[src/rtl/pll_ctrl_pkg.sv]
// PLL reset sequencer shared types.
// State encoding and counter widths.
package pll_ctrl_pkg;

  localparam int RETRY_W = 4;
  localparam int LOSS_W  = 8;

  typedef enum logic [2:0] {
    PLL_RST,
    WAIT_LOCK,
    STABLE,
    RUN,
    FAULT
  } state_t;

endpackage

[src/rtl/sync_2ff.sv]
// Generic two-flop synchronizer.
// Async active-high reset, reset value 0.
module sync_2ff #(
  parameter int W = 1
) (
  input  logic         clk,
  input  logic         rst,
  input  logic [W-1:0] d,
  output logic [W-1:0] q
);

  logic [W-1:0] meta;

  // two back-to-back flops to settle metastability
  always_ff @(posedge clk or posedge rst) begin
    if (rst) begin
      meta <= '0;
      q    <= '0;
    end else begin
      meta <= d;
      q    <= meta;
    end
  end

endmodule

[src/rtl/pll_reset_seq.sv]
// iCE40 PLL and system reset sequencer on the 12 MHz reference clock.
// Optional lock-loss counter: define LOCK_LOSS_CNT_EN.
import pll_ctrl_pkg::*;

module pll_reset_seq #(
  parameter int PLL_RST_CYCLES = 16,
  parameter int LOCK_TIMEOUT   = 60000,
  parameter int STABLE_CYCLES  = 1200,
  parameter int MAX_RETRIES    = 3,
  parameter int CNT_W          = 16
) (
  input  logic              clk_12mhz,
  input  logic              rst,
  input  logic              pll_locked,
  input  logic              rearm,
  output logic              pll_resetb,
  output logic              sys_rst,
  output logic              pll_ok,
  output logic              fault,
  output logic [RETRY_W-1:0] retry_cnt,
  output logic [LOSS_W-1:0]  loss_cnt
);

  localparam logic [CNT_W-1:0] RST_LAST =
    CNT_W'(PLL_RST_CYCLES - 1);
  localparam logic [CNT_W-1:0] TMO_LAST =
    CNT_W'(LOCK_TIMEOUT - 1);
  localparam logic [CNT_W-1:0] STB_LAST =
    CNT_W'(STABLE_CYCLES - 1);
  localparam logic [RETRY_W-1:0] RETRY_MAX =
    RETRY_W'(MAX_RETRIES);

  logic               lk;
  state_t             state_q;
  state_t             state_d;
  logic [CNT_W-1:0]   timer_q;
  logic [CNT_W-1:0]   timer_d;
  logic [RETRY_W-1:0] retry_d;
  logic [RETRY_W-1:0] retry_inc;

  sync_2ff #(
    .W (1)
  ) u_lock_sync (
    .clk (clk_12mhz),
    .rst (rst),
    .d   (pll_locked),
    .q   (lk)
  );

  assign retry_inc = retry_cnt + RETRY_W'(1);

  // next state, shared timer and retry bookkeeping
  always_comb begin
    state_d = state_q;
    retry_d = retry_cnt;
    timer_d = (timer_q == '1) ? timer_q
                              : timer_q + CNT_W'(1);
    unique case (state_q)
      PLL_RST: begin
        if (timer_q == RST_LAST) begin
          state_d = WAIT_LOCK;
          timer_d = '0;
        end
      end
      WAIT_LOCK: begin
        if (lk) begin
          state_d = STABLE;
          timer_d = '0;
        end else if (timer_q == TMO_LAST) begin
          retry_d = retry_inc;
          state_d = (retry_inc == RETRY_MAX) ? FAULT
                                             : PLL_RST;
          timer_d = '0;
        end
      end
      STABLE: begin
        if (!lk) begin
          state_d = WAIT_LOCK;
          timer_d = '0;
        end else if (timer_q == STB_LAST) begin
          state_d = RUN;
          retry_d = '0;
          timer_d = '0;
        end
      end
      RUN: begin
        if (!lk) begin
          state_d = PLL_RST;
          timer_d = '0;
        end
      end
      FAULT: begin
        if (rearm) begin
          state_d = PLL_RST;
          retry_d = '0;
          timer_d = '0;
        end
      end
      default: begin
        state_d = PLL_RST;
        timer_d = '0;
      end
    endcase
  end

  // state, timer and retry registers
  always_ff @(posedge clk_12mhz or posedge rst) begin
    if (rst) begin
      state_q   <= PLL_RST;
      timer_q   <= '0;
      retry_cnt <= '0;
    end else begin
      state_q   <= state_d;
      timer_q   <= timer_d;
      retry_cnt <= retry_d;
    end
  end

  // outputs registered from the next state so they track it exactly
  always_ff @(posedge clk_12mhz or posedge rst) begin
    if (rst) begin
      pll_resetb <= 1'b0;
      sys_rst    <= 1'b1;
      pll_ok     <= 1'b0;
      fault      <= 1'b0;
    end else begin
      pll_resetb <= (state_d == WAIT_LOCK) ||
                    (state_d == STABLE) ||
                    (state_d == RUN);
      sys_rst    <= (state_d != RUN);
      pll_ok     <= (state_d == RUN);
      fault      <= (state_d == FAULT);
    end
  end

`ifdef LOCK_LOSS_CNT_EN
  logic loss_inc;

  assign loss_inc = (state_q == RUN) && !lk;

  // saturating count of lock losses seen in RUN
  always_ff @(posedge clk_12mhz or posedge rst) begin
    if (rst) begin
      loss_cnt <= '0;
    end else if (loss_inc && (loss_cnt != '1)) begin
      loss_cnt <= loss_cnt + LOSS_W'(1);
    end
  end
`else
  assign loss_cnt = '0;
`endif

endmodule

[config.mk]
export PLATFORM = sky130hd
export DESIGN_NAME = pll_reset_seq
export DESIGN_NICKNAME = d
export VERILOG_FILES = /design/src/rtl/pll_ctrl_pkg.sv /design/src/rtl/sync_2ff.sv /design/src/rtl/pll_reset_seq.sv
export SDC_FILE = /design/constraint.sdc
export NUM_CORES = 1
export LEC_CHECK = 0
export CORE_MARGIN = 4
export CORE_UTILIZATION = 50
export CTS_CLUSTER_DIAMETER = 150
export DETAILED_ROUTE_END_ITERATION = 7
export GPL_TIMING_DRIVEN = 0
export PLACE_DENSITY_LB_ADDON = 0.12
export SLEW_MARGIN = 20
export SYNTH_ARGS = -nofsm -noshare
export SYNTH_HDL_FRONTEND = slang
export SYNTH_SLANG_ARGS = --single-unit
[constraint.sdc]
create_clock -name clk_12mhz -period 1.75 [get_ports clk_12mhz]
set_input_delay 0.35 -clock clk_12mhz [delete_from_list [all_inputs] [get_ports clk_12mhz]]
set_output_delay 0.35 -clock clk_12mhz [all_outputs]
set_load 0.02 [all_outputs]
## Word-level counts from Yosys, hierarchy flattened

Index checks and enable logic that the tools add are counted.

| word-level totals | value |
|---|---|
| register bits after elaboration | 29 |
| input port bits | 4 |

| cells by class | value |
|---|---|
| reduce and logical (&&, ||, !) cells | 5 |
| multiplexer cells | 24 |
| add/sub/neg operators | 2 |
| equality and inequality tests | 19 |

Operators by type and width:

| operator | count |
|---|---|
| $mux W16 | 8 |
| $pmux W16 S5 | 1 |
| $eq A16 B16 Y1 const B | 2 |
| $mux W3 | 8 |
| $mux W4 | 5 |
| $add A16 B1 Y16 const B | 1 |
| $eq A16 B11 Y1 const B | 1 |
| $eq A16 B4 Y1 const B | 1 |
| $pmux W3 S5 | 1 |
| $eq A3 B2 Y1 const B | 4 |
| $pmux W4 S3 | 1 |
| $ne A2 B2 Y1 const B | 4 |
| $eq A3 B1 Y1 const B | 2 |
| $eq A3 B3 Y1 const B | 2 |
| $reduce_and A6 Y1 | 1 |
| $add A4 B1 Y4 const B | 1 |
| $eq A4 B2 Y1 const B | 1 |
| $logic_not A3 Y1 | 1 |
| $ne A3 B2 Y1 const B | 1 |
| $reduce_bool A3 Y1 | 1 |
| $logic_or A1 B1 Y1 | 2 |
| $ne A2 B1 Y1 const B | 1 |

## Depth between registers and ports, before layout

| logic depth | value |
|---|---|
| depth after elaboration | 9 |
| gate-level depth with buffers | 7 |
| depth with buffers taken out | 7 |

## Cells and area by module

A second synthesis with hierarchy kept.

| unflattened totals | value |
|---|---|
| cells, all modules | 170 |
| area total of the unflattened synthesis | 1664.1 sq um |

Modules (own cells, without submodules):

| module | area an instance (sq um) | cells each | instances |
|---|---|---|---|
| pll_reset_seq | 1610.3 | 167 | 1 |
| sync_2ff | 53.8 | 3 | 1 |

## Worst setup path before layout

OpenSTA, ideal clock, no wires.

| timing | value |
|---|---|
| kind | register to register |
| start | reg timer_q[0] |
| end | reg timer_q[7] |
| required time | 1630 ps |
| data arrival time | 1712 ps |
| stages on the path, launching flop included | 8 |
| path buffers | 1 |
| setup slack | -82 ps |
| setup time | 120 ps |
| cells stage by stage | dfrtp_1 -> ha_1 -> and3_2 -> and4_2 -> a21oi_1 -> nor4_4 -> buf_6 -> nor2_1 |

| on the way | value |
|---|---|
| word-level cells in the longest chain between the ends | 5 |
| elaborated cells on any way between the ends | 14 |
| those cells by class | add/sub (1); eq/ne (4); mux (9) |

Ends and longest elaborated chain:

| element | RTL line | RTL |
|---|---|---|
| start: declaration | pll_reset_seq.sv:36 | `logic [CNT_W-1:0] timer_q;` |
| start signal: assignment | pll_reset_seq.sv:114 | `timer_q <= timer_d;` |
| $add A16 B1 Y16 / $eq A16 B16 Y1 (equally long branches) | pll_reset_seq.sv:57, pll_reset_seq.sv:56 |  |
| $mux W16 | pll_reset_seq.sv:56 | `timer_d = (timer_q == '1) ? timer_q` |
| $mux W16 (on tied branches) | pll_reset_seq.sv:80, pll_reset_seq.sv:69 |  |
| $mux W16 (on tied branches) | pll_reset_seq.sv:77, pll_reset_seq.sv:66 |  |
| $pmux W16 S5 * | pll_reset_seq.sv:58 | `unique case (state_q)` |
| via timer_d[7] | pll_reset_seq.sv:37 | `logic [CNT_W-1:0] timer_d;` |

The timed path passes the listed nets; every way through them passes the cells marked *.
A chain may end at the register's enable or synchronous reset.

## Final worst setup path

| timing | value |
|---|---|
| start | reg timer_q[4] |
| end | reg timer_q[15] |

Same word-level chain as after synthesis.

==> reports/summary.txt <==
max_slew headroom: 60.0%
# IOs: 20
htree depth: 2
WS Path Type: reg2reg
RSZ-0062 raised after global routing: true
Synth top area share: 41.5%
drt first pass iters: 4
Most used DFF post-synth: dfrtp_1
share of cells above drive strength 1: 41.7%
largest net degree at the start of global routing: 30
worst vdd ir: 0.000576 V
CTS Sinks: 29
root buffer cell: clkbuf_4
Clock Skew: 0.0104 ns
setup ws final: -0.0990 ns
Yosys reg bits: 29
Syn Area/Cell: 9.33 um^2
Vias/cell: 5.45
Die H: 66.1 um
Syn Inst Count: 181
EDFF count, synth: 0
Routed WL per cell: 14.5 um
Pint: 1.39 mW
worst reg2reg startpoint: timer_q[4]$_DFF_PP0_
Hold WS: 0.360 ns
core area: 3150 um^2
Slowest-stage cell, CP: dfrtp_2
pwr dens: 959 nW/um^2
Switching Fraction: 37.3%
DP HPWL: 2.38 mm
drt drc: 0
number of port buffers: 11
Die X: 66.1 um
Lkg Pwr: 1.04 nW
drt total wl: 3.95 mm
hold path depth: 0
initial antenna violation count: 0
Max Slew Vio Count: 0
FP Rows: 20
first-pass GRT wire length: 6.10 mm
crit-path cells: nor4_4 > and4_4 > a21oi_4 > nor4_4 > buf_6 > buf_6 > nor2_2
number of distinct library cells after synthesis: 49
Setup crit end kind: register
status: complete, but fails checks
Hold Path End: u_lock_sync.q$_DFF_PP0_
Vias: 1,482
post-route ant nets: 0
Worst path depth: 7
Least-Margin Pin Slew: 0.599 ns
Clock Tree Buf Depth: 2
CTS tree: built
Finished Layout Cells: 272
Final Hold Vio Count: 0
setup violators final: 18
CP required: 1.98 ns
Area contributors post-synth: dfrtp_1, nor2_1, nand3_1
clock share of power: 18.4%
# nets final: 234
Fmax achieved: 541 MHz
Min-Delay Path Class: reg2reg
Async SR Flop Fraction: 100%
critical hold path startpoint: u_lock_sync.meta$_DFF_PP0_
Crit Path Max Fanout: 6
logic gate share of total power: 43.0%
cell taking the most area after synthesis: dfrtp_1
Worst R2R End: timer_q[15]$_DFF_PP0_
Initial Utilization: 53.5%
maxcap violations: 0
placed cells: 243
First DRT Iteration DRCs: 82
total grt overflow: 0
CP Launch Type: register
# diodes: 0
crit share post-route: 106%
max incr delay on CP: 0.45 ns
vias in the first global route: 1,396
sequential share of the synthesized area: 43.1%
Num CTS Buffers: 5
GRT Total Usage: 18.5%
internal reg-to-reg setup slack: -0.1 ns
Flop pwr share: 38.7%
Clock Latency Late Sink: 0.35 ns
Data arrival, critical path: 2.08 ns
Clk pin slew, worst setup/hold paths: 0.10 ns
GP Congestion: 0.849
CP top delay family: simple AND/OR/NAND/NOR gates
Netlist Area Pre-Place: 1690 um^2
Yosys Warn Count: 0
NetSw: 0.825 mW
failing checks: negative setup slack
die area: 4370 um^2
post-route minimum period: 1.85 ns
Buf+Inv Stages, Crit Path: 2
Synth-to-Final Area Change: 36.5%
Worst Reg-to-Reg Cells: 7
==> sequential cells by signal (all words and copies together), names as in the netlist <==
register          count
sys_rst               1
u_lock_sync.meta      1
fault                 1
timer_q              16
u_lock_sync.q         1
pll_ok                1
pll_resetb            1
retry_cnt             4
state_q               3
==> metal layers <==
metal | vias up | share of wire [%] | GRT usage, %
met1 | 715 | 44 | 21.2
met3 | 12 | 3.9 | 5.27
met2 | 29 | 50 | 30.6
met4 | 0 | 2.8 | 10.2
met5 | - | 0 | 0
li1 | 726 | - | -
==> layout make-up <==
type	count	area [um^2]
fill	233	848
buffer	11	90.1
timing repair buffer	33	300
clock inverter	3	17.5
clock buffer	5	37.5
multi-input combinational	143	1050
sequential	29	737
inverter	4	15.0
tap	44	55.1
==> cell usage after synthesis, types with 3 or more instances <==
library cell and count:
nor3_1 8, ha_1 3, dfrtp_1 28, nor3b_1 4, xor2_1 5, o21ai_0 8, inv_1 4, nand3_1 12
nor2_1 24, nand2_1 13, buf_4 8, a21oi_1 7, mux2_2 3, and3_1 3, nand4_1 5, nor2b_1 3
==> timing repair <==
item	CTS	global route
pin swaps	7	9
gates cloned	1	0
resized for setup	17	42
endpoints found under the setup margin	30	25
hold buffers	0	0
buffers inserted	14	7
==> cell families after synthesis <==
| family | after synthesis | synth area share [%] |
|---|---|---|
| xor gates and xnor gates | 7 | 3.63 |
| and+or+nand+nor | 92 | 30.2 |
| adders and majority gates | 3 | 2.22 |
| AOI/OAI and AO/OA | 28 | 11.0 |
| muxes | 5 | 3.19 |
| buffers and inverters | 16 | 6.45 |
| other | 1 | 0.222 |
| DFF | 29 | 43.1 |
==> how the worst max path moves through the flow <==
stage | end | startpoint | slack, ns
final | timer_q[15]$_DFF_PP0_ | timer_q[4]$_DFF_PP0_ | -0.1
after global routing | timer_q[15]$_DFF_PP0_ | timer_q[4]$_DFF_PP0_ | -0.19
after global placement | timer_q[7]$_DFF_PP0_ | timer_q[0]$_DFF_PP0_ | -0.38
after floorplan | timer_q[7]$_DFF_PP0_ | timer_q[0]$_DFF_PP0_ | -0.05
after detailed placement | timer_q[10]$_DFF_PP0_ | timer_q[0]$_DFF_PP0_ | -0.38
after CTS | timer_q[10]$_DFF_PP0_ | timer_q[1]$_DFF_PP0_ | -0.11
==> worst register-to-register path, stage by stage, from the launching register on <==
cell and delay (ns):
dfrtp_2 0.45, nor4_4 0.30, and4_4 0.29, a21oi_4 0.06
nor4_4 0.27, buf_6 0.18, buf_6 0.14, nor2_2 0.04
==> power groups by stage <==
stage                     combinational [mW]  sequential, mW  clock, mW
after CTS                              0.788           0.843      0.415
after global placement                 0.565           0.859          0
after floorplan                        0.410           0.875          0
final                                  0.950           0.854      0.406
after global routing                    1.02           0.863      0.456
after detailed placement               0.571           0.869          0
==> layout by cell type, fill, tap and decap left out, types with 3 or more instances in the layout <==
master	Yosys	layout
xor2_1	5	5
dfrtp_1	28	20
nor3b_2	0	3
buf_6	1	7
dlygate4sd2_1	0	4
nor3_2	1	6
inv_1	4	3
a21oi_1	7	6
nor2_1	24	15
dfrtp_2	0	8
nand2_1	13	13
nand3_1	12	12
clkbuf_4	0	5
clkdlybuf4s50_1	0	6
conb_1	1	8
nand4_1	5	5
nor2b_1	3	3
nor2_2	0	9
nor4_4	1	3
o21ai_0	8	3
buf_4	8	23
o21ai_1	0	3
==> per-stage QoR <==
stage	area (um^2)	total power, mW	utilization [%]	setup WS [ns]	setup TNS [ns]
2_1_floorplan	1730	1.29	-	-0.0538	-0.527
3_3_place_gp	1890	1.42	60.0	-0.381	-6.03
3_5_place_dp	1890	1.44	60.0	-0.383	-6.09
4_1_cts	2090	2.05	66.2	-0.106	-1.45
5_1_grt	2300	2.34	73.1	-0.193	-3.17
6_report	2300	2.21	73.1	-0.0990	-1.33
No activity file was read; power rests on OpenSTA's default activity.
